===== src/rtl/image_pkg.sv =====
// Shared image-path definitions: BRAM geometry, pixel packing and FSM state encodings
// used by the loader and the frame sender.
package image_pkg;
  localparam int ADDR_W     = 19;
  localparam int PIX_W      = 18;
  localparam int COLOR_W    = 6;
  localparam int DEF_PIXELS = 276185;

  typedef enum logic [2:0] {
    ST_IDLE, ST_FETCH, ST_WAIT, ST_SEND, ST_NEXT, ST_DONE
  } frame_state_t;

  typedef enum logic [1:0] {
    TX_IDLE, TX_START, TX_DATA, TX_STOP
  } tx_state_t;

  // Colour idx of a packed pixel, widened to a byte with zero LSBs; idx 0 is the MSB field.
  function automatic logic [7:0] colour_byte(input logic [PIX_W-1:0] px, input logic [1:0] idx);
    case (idx)
      2'd0:    return {px[17:12], 2'b00};
      2'd1:    return {px[11:6], 2'b00};
      default: return {px[5:0], 2'b00};
    endcase
  endfunction
endpackage


===== src/rtl/frame_uart_sender_uart_tx.sv =====
// 8N1 UART transmitter, mirror of the receiver: start bit, 8 data bits LSB first, stop bit.
module uart_tx
  import image_pkg::*;
#(
  parameter int CLKS_PER_BIT = 100
) (
  input  logic       clk,
  input  logic       reset_n,
  input  logic       tx_start,
  input  logic [7:0] tx_byte,
  output logic       tx_serial,
  output logic       tx_busy,
  output logic       tx_done
);
  localparam int CW = $clog2(CLKS_PER_BIT + 1);

  tx_state_t     state;
  logic [CW-1:0] cnt;
  logic [2:0]    bit_idx;
  logic [7:0]    shreg;
  logic          bit_end;

  assign bit_end = (cnt == CW'(CLKS_PER_BIT - 1));
  // Combinational so the pulse lands in the last cycle of the stop bit itself.
  assign tx_done = (state == TX_STOP) && bit_end;

  always_ff @(posedge clk or negedge reset_n) begin
    if (!reset_n) begin
      state     <= TX_IDLE;
      cnt       <= '0;
      bit_idx   <= '0;
      shreg     <= '0;
      tx_serial <= 1'b1;
      tx_busy   <= 1'b0;
    end else begin
      case (state)
        TX_IDLE: begin
          cnt <= '0;
          if (tx_start) begin
            shreg     <= tx_byte;
            tx_serial <= 1'b0;
            tx_busy   <= 1'b1;
            state     <= TX_START;
          end
        end
        TX_START: begin
          if (bit_end) begin
            cnt       <= '0;
            bit_idx   <= '0;
            tx_serial <= shreg[0];
            shreg     <= shreg >> 1;
            state     <= TX_DATA;
          end else cnt <= cnt + 1'b1;
        end
        TX_DATA: begin
          if (bit_end) begin
            cnt <= '0;
            if (bit_idx == 3'd7) begin
              tx_serial <= 1'b1;
              state     <= TX_STOP;
            end else begin
              bit_idx   <= bit_idx + 1'b1;
              tx_serial <= shreg[0];
              shreg     <= shreg >> 1;
            end
          end else cnt <= cnt + 1'b1;
        end
        TX_STOP: begin
          if (bit_end) begin
            cnt     <= '0;
            tx_busy <= 1'b0;
            state   <= TX_IDLE;
          end else cnt <= cnt + 1'b1;
        end
        default: state <= TX_IDLE;
      endcase
    end
  end
endmodule


===== src/rtl/frame_uart_sender.sv =====
// Reads a processed frame from pixel BRAM port B and streams each pixel as three
// colour bytes over UART; raises done after the last stop bit.
module frame_uart_sender
  import image_pkg::*;
#(
  parameter int PIXELS       = DEF_PIXELS,
  parameter int CLKS_PER_BIT = 100,
  parameter int READ_LATENCY = 2
) (
  input  logic              clk,
  input  logic              reset_n,
  input  logic              start,
  output logic              rd_en,
  output logic [ADDR_W-1:0] r_address,
  input  logic [PIX_W-1:0]  r_data,
  output logic              uart_tx,
  output logic              busy,
  output logic              done
);
  localparam logic [ADDR_W-1:0] LAST_ADDR = ADDR_W'(PIXELS - 1);

  frame_state_t     state;
  logic [1:0]       lat_cnt;
  logic [PIX_W-1:0] pix;
  logic [1:0]       byte_idx;
  logic             sent;
  logic             tx_start;
  logic [7:0]       tx_byte;
  logic             tx_busy;
  logic             tx_done;

  uart_tx #(.CLKS_PER_BIT(CLKS_PER_BIT)) u_tx (
    .clk      (clk),
    .reset_n  (reset_n),
    .tx_start (tx_start),
    .tx_byte  (tx_byte),
    .tx_serial(uart_tx),
    .tx_busy  (tx_busy),
    .tx_done  (tx_done)
  );

  always_ff @(posedge clk or negedge reset_n) begin
    if (!reset_n) begin
      state     <= ST_IDLE;
      rd_en     <= 1'b0;
      r_address <= '0;
      busy      <= 1'b0;
      done      <= 1'b0;
      lat_cnt   <= '0;
      pix       <= '0;
      byte_idx  <= '0;
      sent      <= 1'b0;
      tx_start  <= 1'b0;
      tx_byte   <= '0;
    end else begin
      tx_start <= 1'b0;
      case (state)
        ST_IDLE, ST_DONE: begin
          if (start) begin
            done      <= 1'b0;
            busy      <= 1'b1;
            r_address <= '0;
            rd_en     <= 1'b1;
            state     <= ST_FETCH;
          end
        end
        ST_FETCH: begin
          rd_en   <= 1'b0;
          lat_cnt <= 2'd1;
          state   <= ST_WAIT;
        end
        // lat_cnt counts cycles since the enable cycle; exit when the word is valid.
        ST_WAIT: begin
          if (lat_cnt == 2'(READ_LATENCY)) begin
            pix      <= r_data;
            byte_idx <= '0;
            sent     <= 1'b0;
            state    <= ST_SEND;
          end else lat_cnt <= lat_cnt + 1'b1;
        end
        ST_SEND: begin
          if (!sent) begin
            if (!tx_busy) begin
              tx_start <= 1'b1;
              tx_byte  <= colour_byte(pix, byte_idx);
              sent     <= 1'b1;
            end
          end else if (tx_done) begin
            sent <= 1'b0;
            if (byte_idx == 2'd2) state <= ST_NEXT;
            else byte_idx <= byte_idx + 1'b1;
          end
        end
        ST_NEXT: begin
          if (r_address == LAST_ADDR) begin
            done  <= 1'b1;
            busy  <= 1'b0;
            state <= ST_DONE;
          end else begin
            r_address <= r_address + 1'b1;
            rd_en     <= 1'b1;
            state     <= ST_FETCH;
          end
        end
        default: state <= ST_IDLE;
      endcase
    end
  end
endmodule


===== config.mk =====
export PLATFORM = sky130hd
export DESIGN_NAME = frame_uart_sender
export DESIGN_NICKNAME = d
export VERILOG_FILES = /design/src/rtl/image_pkg.sv /design/src/rtl/frame_uart_sender_uart_tx.sv /design/src/rtl/frame_uart_sender.sv
export SDC_FILE = /design/constraint.sdc
export NUM_CORES = 1
export LEC_CHECK = 0
export CELL_PAD_IN_SITES_DETAIL_PLACEMENT = 1
export CELL_PAD_IN_SITES_GLOBAL_PLACEMENT = 2
export CORE_MARGIN = 4
export CORE_UTILIZATION = 41
export CTS_BUF_LIST = sky130_fd_sc_hd__clkbuf_4 sky130_fd_sc_hd__clkbuf_8
export CTS_CLUSTER_SIZE = 24
export DETAILED_ROUTE_END_ITERATION = 12
export GPL_TIMING_DRIVEN = 0
export MAX_ROUTING_LAYER = met4
export PLACE_DENSITY_LB_ADDON = 0.1
export SYNTH_ARGS = -nofsm -noshare
export SYNTH_HDL_FRONTEND = slang
export SYNTH_HIERARCHICAL = 1
export SYNTH_SLANG_ARGS = --single-unit

===== constraint.sdc =====
create_clock -name clk -period 4.26 [get_ports clk]
set_input_delay 0.852 -clock clk [delete_from_list [all_inputs] [get_ports clk]]
set_output_delay 0.852 -clock clk [all_outputs]
set_load 0.1 [all_outputs]

==> results of run 1 <==
-- cell type report --
| class | count | area, um^2 | share of cell area [%] |
|---|---|---|---|
| Multi-Input combinational cell | 271 | 1982 | 41.00 |
| Timing Repair Buffer | 44 | 447.9 | 9.267 |
| Tap cell | 129 | 161.4 | 3.339 |
| Inverter | 16 | 60.06 | 1.243 |
| Clock buffer | 10 | 137.6 | 2.848 |
| Sequential cell | 77 | 1928 | 39.89 |
| Clock inverter | 5 | 37.54 | 0.7766 |
| Buffer | 12 | 78.83 | 1.631 |
-- through the flow --
step / area [um^2] / instances / power [mW]
after floorplan: 4049 / 376 / 1.767
after global placement: 4641 / 548 / 1.975
after detailed placement: 4658 / 549 / 2.015
after CTS: 4833 / 564 / 2.519
after global routing: 4833 / 564 / 2.667
final: 4833 / 564 / 2.487
-- logic make-up after synthesis --
kind of cell	synth area share, %
other	0.09270
AND/OR/NAND/NOR	16.18
XOR/XNOR	1.083
AO/OA/AOI/OAI	14.41
buffers and inverters	3.433
flip-flops	47.66
multiplexers	12.50
adder cells (fa/ha/maj)	4.640
-- sequential cells by signal, summed over array words and instances, names as in the netlist --
name and count:
lat_cnt 2, tx_byte 6, done 1, r_address 19, u_tx/tx_serial 1, sent 1, u_tx/cnt 7, u_tx/tx_busy 1
busy 1, tx_start 1, u_tx/state 2, u_tx/shreg 8, u_tx/bit_idx 3, rd_en 1, byte_idx 2, state 3
pix 18
-- power breakdown --
part / total [mW] / switching (mW) / internal, mW / leakage [nW]
logic: 0.965 / 0.542 / 0.423 / 1.03
registers: 1.02 / 0.122 / 0.901 / 0.991
clock network: 0.499 / 0.275 / 0.224 / 0.0726
total: 2.49 / 0.939 / 1.55 / 2.09
-- cells in the mapped netlist, types with 6 or more instances --
cell,n
a31oi_1,10
dfrtp_1,76
ha_1,15
nand3_1,12
nor2b_1,6
mux2_2,24
a21oi_1,19
nand2b_1,6
nand2_1,29
mux2_4,8
a22o_1,14
inv_1,16
nor2_1,29
o22ai_1,7
o21ai_0,20
mux2i_1,7
-- worst paths after layout --
path / start / to / slack (ps)
setup / recovery: r_address[8] / r_address[8] / 1350
hold / removal: u_tx/cnt[0] / u_tx/cnt[0] / 460
hold reg to reg: u_tx/cnt[0] / u_tx/cnt[0] / 460
setup reg to reg: r_address[0] / r_address[11] / 2090
max in group asynchronous: reset_n / r_address[4] / 3180
min in group asynchronous: reset_n / u_tx/bit_idx[0] / 480
-- layer usage --
metal | wire length [um] | up-vias
met5 | 0 | -
met4 | 101 | 0
met3 | 192 | 9
met2 | 4491 | 34
met1 | 4691 | 1510
li1 | - | 1463
-- worst reg2reg max path: stages, from the launching register on --
cell and delay, ps:
dfrtp_1 440, inv_1 70, ha_1 220, nand4b_1 120
nor3_2 100, a21oi_4 280, clkbuf_1 440, o21ai_0 220
a31oi_1 200
==> flow_metrics.env, run 1 <==
export IMPL_status="finished, final reports clean"
export IMPL_yosysTopAreaCellShare_pct=47.02
export IMPL_power_density_nw_per_um2=514.5
export IMPL_crit_path_start_kind="flop"
export IMPL_post_cts_buffers=0
export IMPL_pin_count=44
export IMPL_clock_skew_ps=11.70
export IMPL_drc=0
export IMPL_hold_slack_ps=455.8
export IMPL_synthCells=375
export IMPL_drv_cap=0
export IMPL_hold_viol_final=0
export IMPL_critPathArrivalTime_ps=2060
export IMPL_maxSlewViolCount=0
export IMPL_crit_path_max_incr_delay_ps=1200
export IMPL_dieHeight_um=107.3
export IMPL_p_leak_nw=2.089
export IMPL_fin_tns_setup_ps=0
export IMPL_worst_path_buf_inv=1
export IMPL_clock_latency_ps=340
export IMPL_core_area_um2=9415
export IMPL_slew_headroom_pct=34.53
export IMPL_post_route_util_pct=51.34
export IMPL_root_buffer="clkbuf_8"
export IMPL_ys_ff_latch=77
export IMPL_period_needed_ps=2913
export IMPL_syn_area_um2=4045
export IMPL_layout_drive_gt1_share_pct=17.01
export IMPL_via_count=3016
export IMPL_post_dp_hpwl_um=6966
export IMPL_antennaDiodeCount=0
export IMPL_n_fill_cell=1050
export IMPL_endpoint_kind="output pin"
export IMPL_synth_cell_types=58
export IMPL_crit_type="reg -> out"
export IMPL_cts_made_buffers=9
export IMPL_cp_slowest_cell="clkdlybuf4s50_1"
export IMPL_postSynth_asyncResetShare_pct=100.0
export IMPL_grt_pass1_wl_um=16710
export IMPL_rows=35
export IMPL_setup_viol=0
export IMPL_wl_per_cell_um=16.80
export IMPL_synth_warnings=6
export IMPL_synth_edf_count=0
export IMPL_timing_fmax_ghz=0.3432
export IMPL_grt_use_met2_pct=29.40
export IMPL_syn_avg_cell_area_um2=10.79
export IMPL_met1_usage_pct=25.36
export IMPL_worst_slew_pin_slew_ps=978.9
export IMPL_layout_common_cells="dfrtp_1 (76), clkdlybuf4s50_1 (42), nand2_1 (29), nor2_1 (29), mux2_2 (24)"
export IMPL_grt_overflow=0
export IMPL_htree_levels=3
export IMPL_place_ws_ps=1456
export IMPL_synth_area_leader_cell="dfrtp_1"
export IMPL_rsz0062_at_grt="no"
export IMPL_cts_sinks=77
export IMPL_routed_wl_um=9476
export IMPL_grt_max_degree=42
export IMPL_path_clk_slew_ps=90
export IMPL_ys_seq_area_share_pct=47.66
export IMPL_ant_nets=0
export IMPL_cp_cell_sequence="clkdlybuf4s50_1"
export IMPL_grt_pass1_vias=3339
export IMPL_grt_use_met3_pct=2.160
export IMPL_cp_num_cells=1
export IMPL_nNetsFinal=467
export IMPL_design_die_area_um2=11520
export IMPL_cts_resized=0
export IMPL_synth_ff_type="dfrtp_1"
export IMPL_dr_pass1_iters=4
export IMPL_cts_tree="yes"
export IMPL_top_usage_layer="met2"
export IMPL_ff2ff_path_depth=8
export IMPL_io_buffers=43
export IMPL_crit_required_ps=3410
export IMPL_grtUsageTotal_pct=18.57
export IMPL_cts_path_max_buffers=2
export IMPL_min_path_type="reg -> reg"
export IMPL_dr_first_iter_drc_count=109
export IMPL_synthTopCellsByArea="dfrtp_1 (47%), mux2_2 (6.7%), ha_1 (4.6%)"
export IMPL_layout_setup_ws_ps=1347
export IMPL_antenna_found_initial=0
export IMPL_final_common_cell="dfrtp_1"
export IMPL_gp_congestion=0.7809
export IMPL_syn_to_final_growth_pct=19.49
export IMPL_die_w_um=107.3
export IMPL_start_util_pct=42.96
export IMPL_hold_depth=1
export IMPL_critPathTopFamily="buffers and inverters"
export IMPL_routed_via_density=5.348
export IMPL_crit_fanout=8
export IMPL_irDropWorstVdd_mv=0.2287
export IMPL_ctsHoldBuffers=0
export IMPL_fin_crit_sh_pct=68.39
(Power assumes the default switching activity.)
==> inputs of run 2 (changes only) <==
--- a/config.mk
+++ b/config.mk
@@ -8,7 +8,7 @@
 export CELL_PAD_IN_SITES_DETAIL_PLACEMENT = 1
 export CELL_PAD_IN_SITES_GLOBAL_PLACEMENT = 2
 export CORE_MARGIN = 4
-export CORE_UTILIZATION = 41
+export CORE_UTILIZATION = 35
 export CTS_BUF_LIST = sky130_fd_sc_hd__clkbuf_4 sky130_fd_sc_hd__clkbuf_8
 export CTS_CLUSTER_SIZE = 24
 export DETAILED_ROUTE_END_ITERATION = 12
==> constraint.sdc (replaced) <==
create_clock -name clk -period 2.4 [get_ports clk]
set_input_delay 0.48 -clock clk [delete_from_list [all_inputs] [get_ports clk]]
set_output_delay 0.48 -clock clk [all_outputs]
set_load 0.1 [all_outputs]
==> run 2 against run 1 <==
Combinational power grew 76%. Critical path depth is the same. Routed wire length grew 3.8%. Final cell count grew 2.1%. First-iteration DRC count shrank 21%. Critical path type unchanged. Critical endpoint is now r_address[2].
==> flow_metrics.env, run 2 (synthesized netlist as in run 1, its figures left out) <==
export IMPL_power_density_nw_per_um2=914.4
export IMPL_place_area_um2=4686
export IMPL_antenna_found_initial=0
export IMPL_layout_drive_gt1_share_pct=18.35
export IMPL_timing_fmax_ghz=0.4457
export IMPL_top_register="r_address"
export IMPL_grt_pass1_vias=3297
export IMPL_gp_congestion=0.7525
export IMPL_layout_common_cells="dfrtp_1 (71), nand2_1 (29), nor2_1 (29)"
export IMPL_ant_nets=0
export IMPL_endpoint_kind="output pin"
export IMPL_clock_latency_ps=360
export IMPL_cp_cell_sequence="dlygate4sd2_1"
export IMPL_slew_headroom_pct=35.29
export IMPL_fin_crit_sh_pct=93.48
export IMPL_grtUsageTotal_pct=16.72
export IMPL_place_ws_ps=-39.45
export IMPL_cts_made_buffers=9
export IMPL_worst_slew_pin_slew_ps=969.0
export IMPL_grt_pass1_wl_um=16710
export IMPL_p_leak_nw=2.215
export IMPL_maxSlewViolCount=0
export IMPL_ff2ff_path_depth=7
export IMPL_final_common_cell="dfrtp_1"
export IMPL_io_buffers=43
export IMPL_die_w_um=115.5
export IMPL_critPathTopFamily="buffers and inverters"
export IMPL_path_clk_slew_ps=70
export IMPL_start_util_pct=36.51
export IMPL_period_needed_ps=2244
export IMPL_clock_skew_ps=9.413
export IMPL_crit_type="reg -> out"
export IMPL_nNetsFinal=467
export IMPL_core_area_um2=11080
export IMPL_htree_levels=3
export IMPL_seq_area_um2=1934
export IMPL_syn_to_final_growth_pct=19.64
export IMPL_worst_path_buf_inv=1
export IMPL_dr_pass1_iters=4
export IMPL_design_die_area_um2=13340
export IMPL_irDropWorstVdd_mv=0.4853
export IMPL_post_route_util_pct=43.69
export IMPL_hold_viol_final=0
export IMPL_setup_viol=0
export IMPL_post_dp_hpwl_um=7079
export IMPL_root_buffer="clkbuf_8"
export IMPL_cts_tree="yes"
export IMPL_crit_path_start_kind="flop"
export IMPL_final_area_um2=4840
export IMPL_crit_fanout=7
export IMPL_drv_cap=0
export IMPL_post_cts_buffers=0
export IMPL_status="finished, final reports clean"
export IMPL_grt_overflow=0
export IMPL_antennaDiodeCount=0
export IMPL_critPathArrivalTime_ps=1760
export IMPL_routed_via_density=5.286
export IMPL_cp_slowest_cell="dlygate4sd2_1"
export IMPL_fin_total_pwr_mw=4.425
export IMPL_via_count=3045
export IMPL_cts_path_max_buffers=2
export IMPL_grt_max_degree=46
export IMPL_dieHeight_um=115.5
export IMPL_cp_num_cells=1
export IMPL_rows=38
export IMPL_layout_setup_ws_ps=156.4
export IMPL_dr_first_iter_drc_count=86
export IMPL_pin_count=44
export IMPL_routed_wl_um=9839
export IMPL_largest_reg_flops=19
export IMPL_top_regs="r_address: 19 flops, pix: 18 flops, u_tx/shreg: 8 flops"
export IMPL_rsz0062_at_grt="no"
export IMPL_multi_input_area_um2=1982
export IMPL_wl_per_cell_um=17.08
export IMPL_crit_path_max_incr_delay_ps=900
export IMPL_cts_sinks=77
export IMPL_min_path_type="in -> async"
export IMPL_crit_required_ps=1920
export IMPL_n_fill_cell=1238
export IMPL_drc=0
run 2: changes by cell type in the layout (fill, tap and decap cells not counted), moves of 2 or more:
cell and change:
clkdlybuf4s50_1 -23, dfrtp_1 -5, clkbuf_4 +5, clkinv_2 +2, dfrtp_2 +5, clkinvlp_4 -5
dlygate4sd2_1 +20, dlymetal6s2s_1 +3
run 2: layout make-up:
class	count	area share (%)
buffer	12	1.629
tap	140	3.619
timing repair buffer	44	9.049
clock inverter	2	0.2068
inverter	16	1.241
clock buffer	14	3.335
multi-input combinational	271	40.95
sequential	77	39.97
run 2: path summary, 6_finish.rpt:
check                             start        endpoint  slack [ps]
max                        r_address[2]    r_address[2]         160
min                             reset_n   u_tx/shreg[6]          70
max in group asynchronous       reset_n  u_tx/tx_serial        1710
max reg2reg                    state[0]   r_address[11]         230
min in group clk            u_tx/cnt[0]     u_tx/cnt[0]         460
min reg2reg                 u_tx/cnt[0]     u_tx/cnt[0]         460
run 2: metal layers:
layer,GRT usage (%),wire length (um),part of all wire [%],up-vias
li1,-,-,-,1467
met1,22.66,4924,50,1528
met2,24.31,4498,46,35
met3,3.290,203,2.1,15
met4,7.355,212,2.2,0
met5,-,0,0,-
run 2: timing repair:
action / 4_1_cts / 5_1_grt
endpoints found under the hold margin: 0 / 0
hold buffers: 0 / 0
endpoints found under the setup margin: 20 / 3
resized for setup: 20 / 3
run 2: where the power goes:
group	internal, mW	switching (mW)	leakage [nW]
sequential	1.60	0.217	0.983
combinational	0.727	0.971	1.14
clock	0.432	0.477	0.0955
total	2.76	1.67	2.22
run 2: per-stage QoR:
step	TNS [ps]	cells	hold WS, ps
after floorplan	0	376	184.4
after global placement	-166540	559	440.3
after detailed placement	-275.1	560	450.2
after CTS	0	576	55.50
after global routing	0	576	73.32
final	0	576	65.35
==> inputs of run 3 (changes only) <==
--- a/config.mk
+++ b/config.mk
@@ -8,13 +8,14 @@
 export CELL_PAD_IN_SITES_DETAIL_PLACEMENT = 1
 export CELL_PAD_IN_SITES_GLOBAL_PLACEMENT = 2
 export CORE_MARGIN = 4
-export CORE_UTILIZATION = 35
-export CTS_BUF_LIST = sky130_fd_sc_hd__clkbuf_4 sky130_fd_sc_hd__clkbuf_8
+export CORE_UTILIZATION = 33
+export CTS_CLUSTER_DIAMETER = 150
 export CTS_CLUSTER_SIZE = 24
 export DETAILED_ROUTE_END_ITERATION = 12
 export GPL_TIMING_DRIVEN = 0
 export MAX_ROUTING_LAYER = met4
 export PLACE_DENSITY_LB_ADDON = 0.1
+export SLEW_MARGIN = 20
 export SYNTH_ARGS = -nofsm -noshare
 export SYNTH_HDL_FRONTEND = slang
 export SYNTH_HIERARCHICAL = 1
==> run 3 against run 2 <==
Via count is 0.20% higher. Largest power group unchanged. Final cell count is 1.2% higher. Final area is 2.5% higher. Clock-buffer cell count is 3 lower. Sequential share of layout area is 0.96 points lower. Clock power is 42% higher. Non-clock buffer count stayed put. Setup slack worse by 110 ps. Sequential power hardly changed.
==> flow_metrics.env, run 3 (synthesized netlist as in run 1, its figures left out) <==
export IMPL_post_cts_buffers=0
export IMPL_crit_path_max_incr_delay_ps=1140
export IMPL_io_buffers=43
export IMPL_final_common_cell="dfrtp_1"
export IMPL_endpoint_kind="output pin"
export IMPL_design_die_area_um2=14090
export IMPL_status="finished, final reports clean"
export IMPL_critPathArrivalTime_ps=1870
export IMPL_slew_headroom_pct=34.91
export IMPL_maxSlewViolCount=0
export IMPL_cts_path_max_buffers=2
export IMPL_nNetsFinal=467
export IMPL_antennaDiodeCount=0
export IMPL_top_regs="r_address: 19 flops, pix: 18 flops, u_tx/shreg: 8 flops"
export IMPL_ff2ff_path_depth=7
export IMPL_post_route_util_pct=41.28
export IMPL_rows=40
export IMPL_largest_reg_flops=19
export IMPL_cp_slowest_cell="clkdlybuf4s50_1"
export IMPL_worst_path_buf_inv=1
export IMPL_cts_made_buffers=9
export IMPL_period_needed_ps=2353
export IMPL_rsz0062_at_grt="no"
export IMPL_p_leak_nw=2.233
export IMPL_layout_drive_gt1_share_pct=18.12
export IMPL_pin_count=44
export IMPL_setup_viol=0
export IMPL_cp_num_cells=1
export IMPL_clock_skew_ps=9.505
export IMPL_syn_to_final_growth_pct=22.58
export IMPL_min_path_type="in -> async"
export IMPL_root_buffer="clkbuf_16"
export IMPL_final_area_um2=4959
export IMPL_cp_cell_sequence="clkdlybuf4s50_1"
export IMPL_drv_cap=0
export IMPL_crit_fanout=4
export IMPL_via_count=3051
export IMPL_fin_crit_sh_pct=98.03
export IMPL_start_util_pct=33.68
export IMPL_layout_common_cells="dfrtp_1 (71), nand2_1 (29), nor2_1 (29)"
export IMPL_cts_tree="yes"
export IMPL_rr_startpoint="r_address[1]"
export IMPL_grt_pass1_vias=3226
export IMPL_path_clk_slew_ps=60
export IMPL_critPathTopFamily="buffers and inverters"
export IMPL_drc=0
export IMPL_cts_sinks=77
export IMPL_dr_pass1_iters=4
export IMPL_gp_congestion=0.7567
export IMPL_clock_latency_ps=340
export IMPL_grt_overflow=0
export IMPL_dieHeight_um=118.7
export IMPL_seq_area_um2=1934
export IMPL_grt_pass1_wl_um=16750
export IMPL_crit_type="reg -> out"
export IMPL_cp_startpoint="r_address[1]"
export IMPL_power_density_nw_per_um2=970.9
export IMPL_die_w_um=118.7
export IMPL_antenna_found_initial=0
export IMPL_routed_via_density=5.233
export IMPL_timing_fmax_ghz=0.4251
export IMPL_crit_path_start_kind="flop"
export IMPL_ant_nets=0
export IMPL_crit_required_ps=1920
export IMPL_worst_slew_pin_slew_ps=973.3
export IMPL_dr_first_iter_drc_count=155
export IMPL_post_dp_hpwl_um=7096
export IMPL_grt_max_degree=46
export IMPL_grtUsageTotal_pct=15.31
export IMPL_n_fill_cell=1346
export IMPL_place_area_um2=4695
export IMPL_irDropWorstVdd_mv=0.3541
export IMPL_routed_wl_um=9866
export IMPL_hold_viol_final=0
export IMPL_wl_per_cell_um=16.92
export IMPL_multi_input_area_um2=1982
export IMPL_top_register="r_address"
export IMPL_core_area_um2=12010
export IMPL_htree_levels=3
[run 3: changes by cell type in the layout (fill, tap and decap cells not counted), sizes merged]
cell,change
clkbuf,-3
clkdlybuf4s50,+5
clkinvlp,+3
dlygate4sd2,-4
dlymetal6s2s,-1
[run 3: what timing repair did]
action	in CTS	in global routing
gates resized for setup	16	2
hold buffers	0	0
endpoints found under the setup margin	16	2
[run 3: layout make-up]
cell class | count | share of cell area, %
clock buffers | 11 | 4.895
repair buffers | 44 | 8.882
inverters | 16 | 1.211
flip-flops and latches | 77 | 39.01
plain buffers | 12 | 1.590
multi-input cells | 271 | 39.97
well taps | 147 | 3.709
clock inverters | 5 | 0.7318
[run 3: power breakdown]
group	total [mW]	internal (mW)	switching, mW
combinational	1.70	0.732	0.964
clock	1.29	0.729	0.563
sequential	1.83	1.60	0.222
[run 3: stage by stage]
stage          hold slack (ps)  total power, mW  TNS [ps]  instances  setup slack, ps
5_1_grt                  128.6            5.147         0        583            6.581
6_report                 94.00            4.814         0        583            47.36
3_3_place_gp             441.4            3.538   -173030        566            -2551
2_1_floorplan            184.4            3.137         0        376            11.81
3_5_place_dp             447.1            3.595    -751.4        567           -69.35
4_1_cts                  110.6            4.897         0        583            2.892
[run 3: path summary, 6_finish.rpt]
check | to | slack, ps
max in group asynchronous | r_address[15] | 1710
min | u_tx/bit_idx[1] | 90
max | r_address[1] | 50
min in group clk | u_tx/cnt[0] | 450
max reg2reg | r_address[0] | 280
min reg2reg | u_tx/cnt[0] | 450
[run 3: per-layer routing]
layer	global-route usage [%]	part of all wire, %	vias to the layer above
met3	3.110	2.8	17
li1	-	-	1465
met4	6.879	2.1	0
met2	23.41	47	43
met1	19.63	48	1526
met5	-	0	-
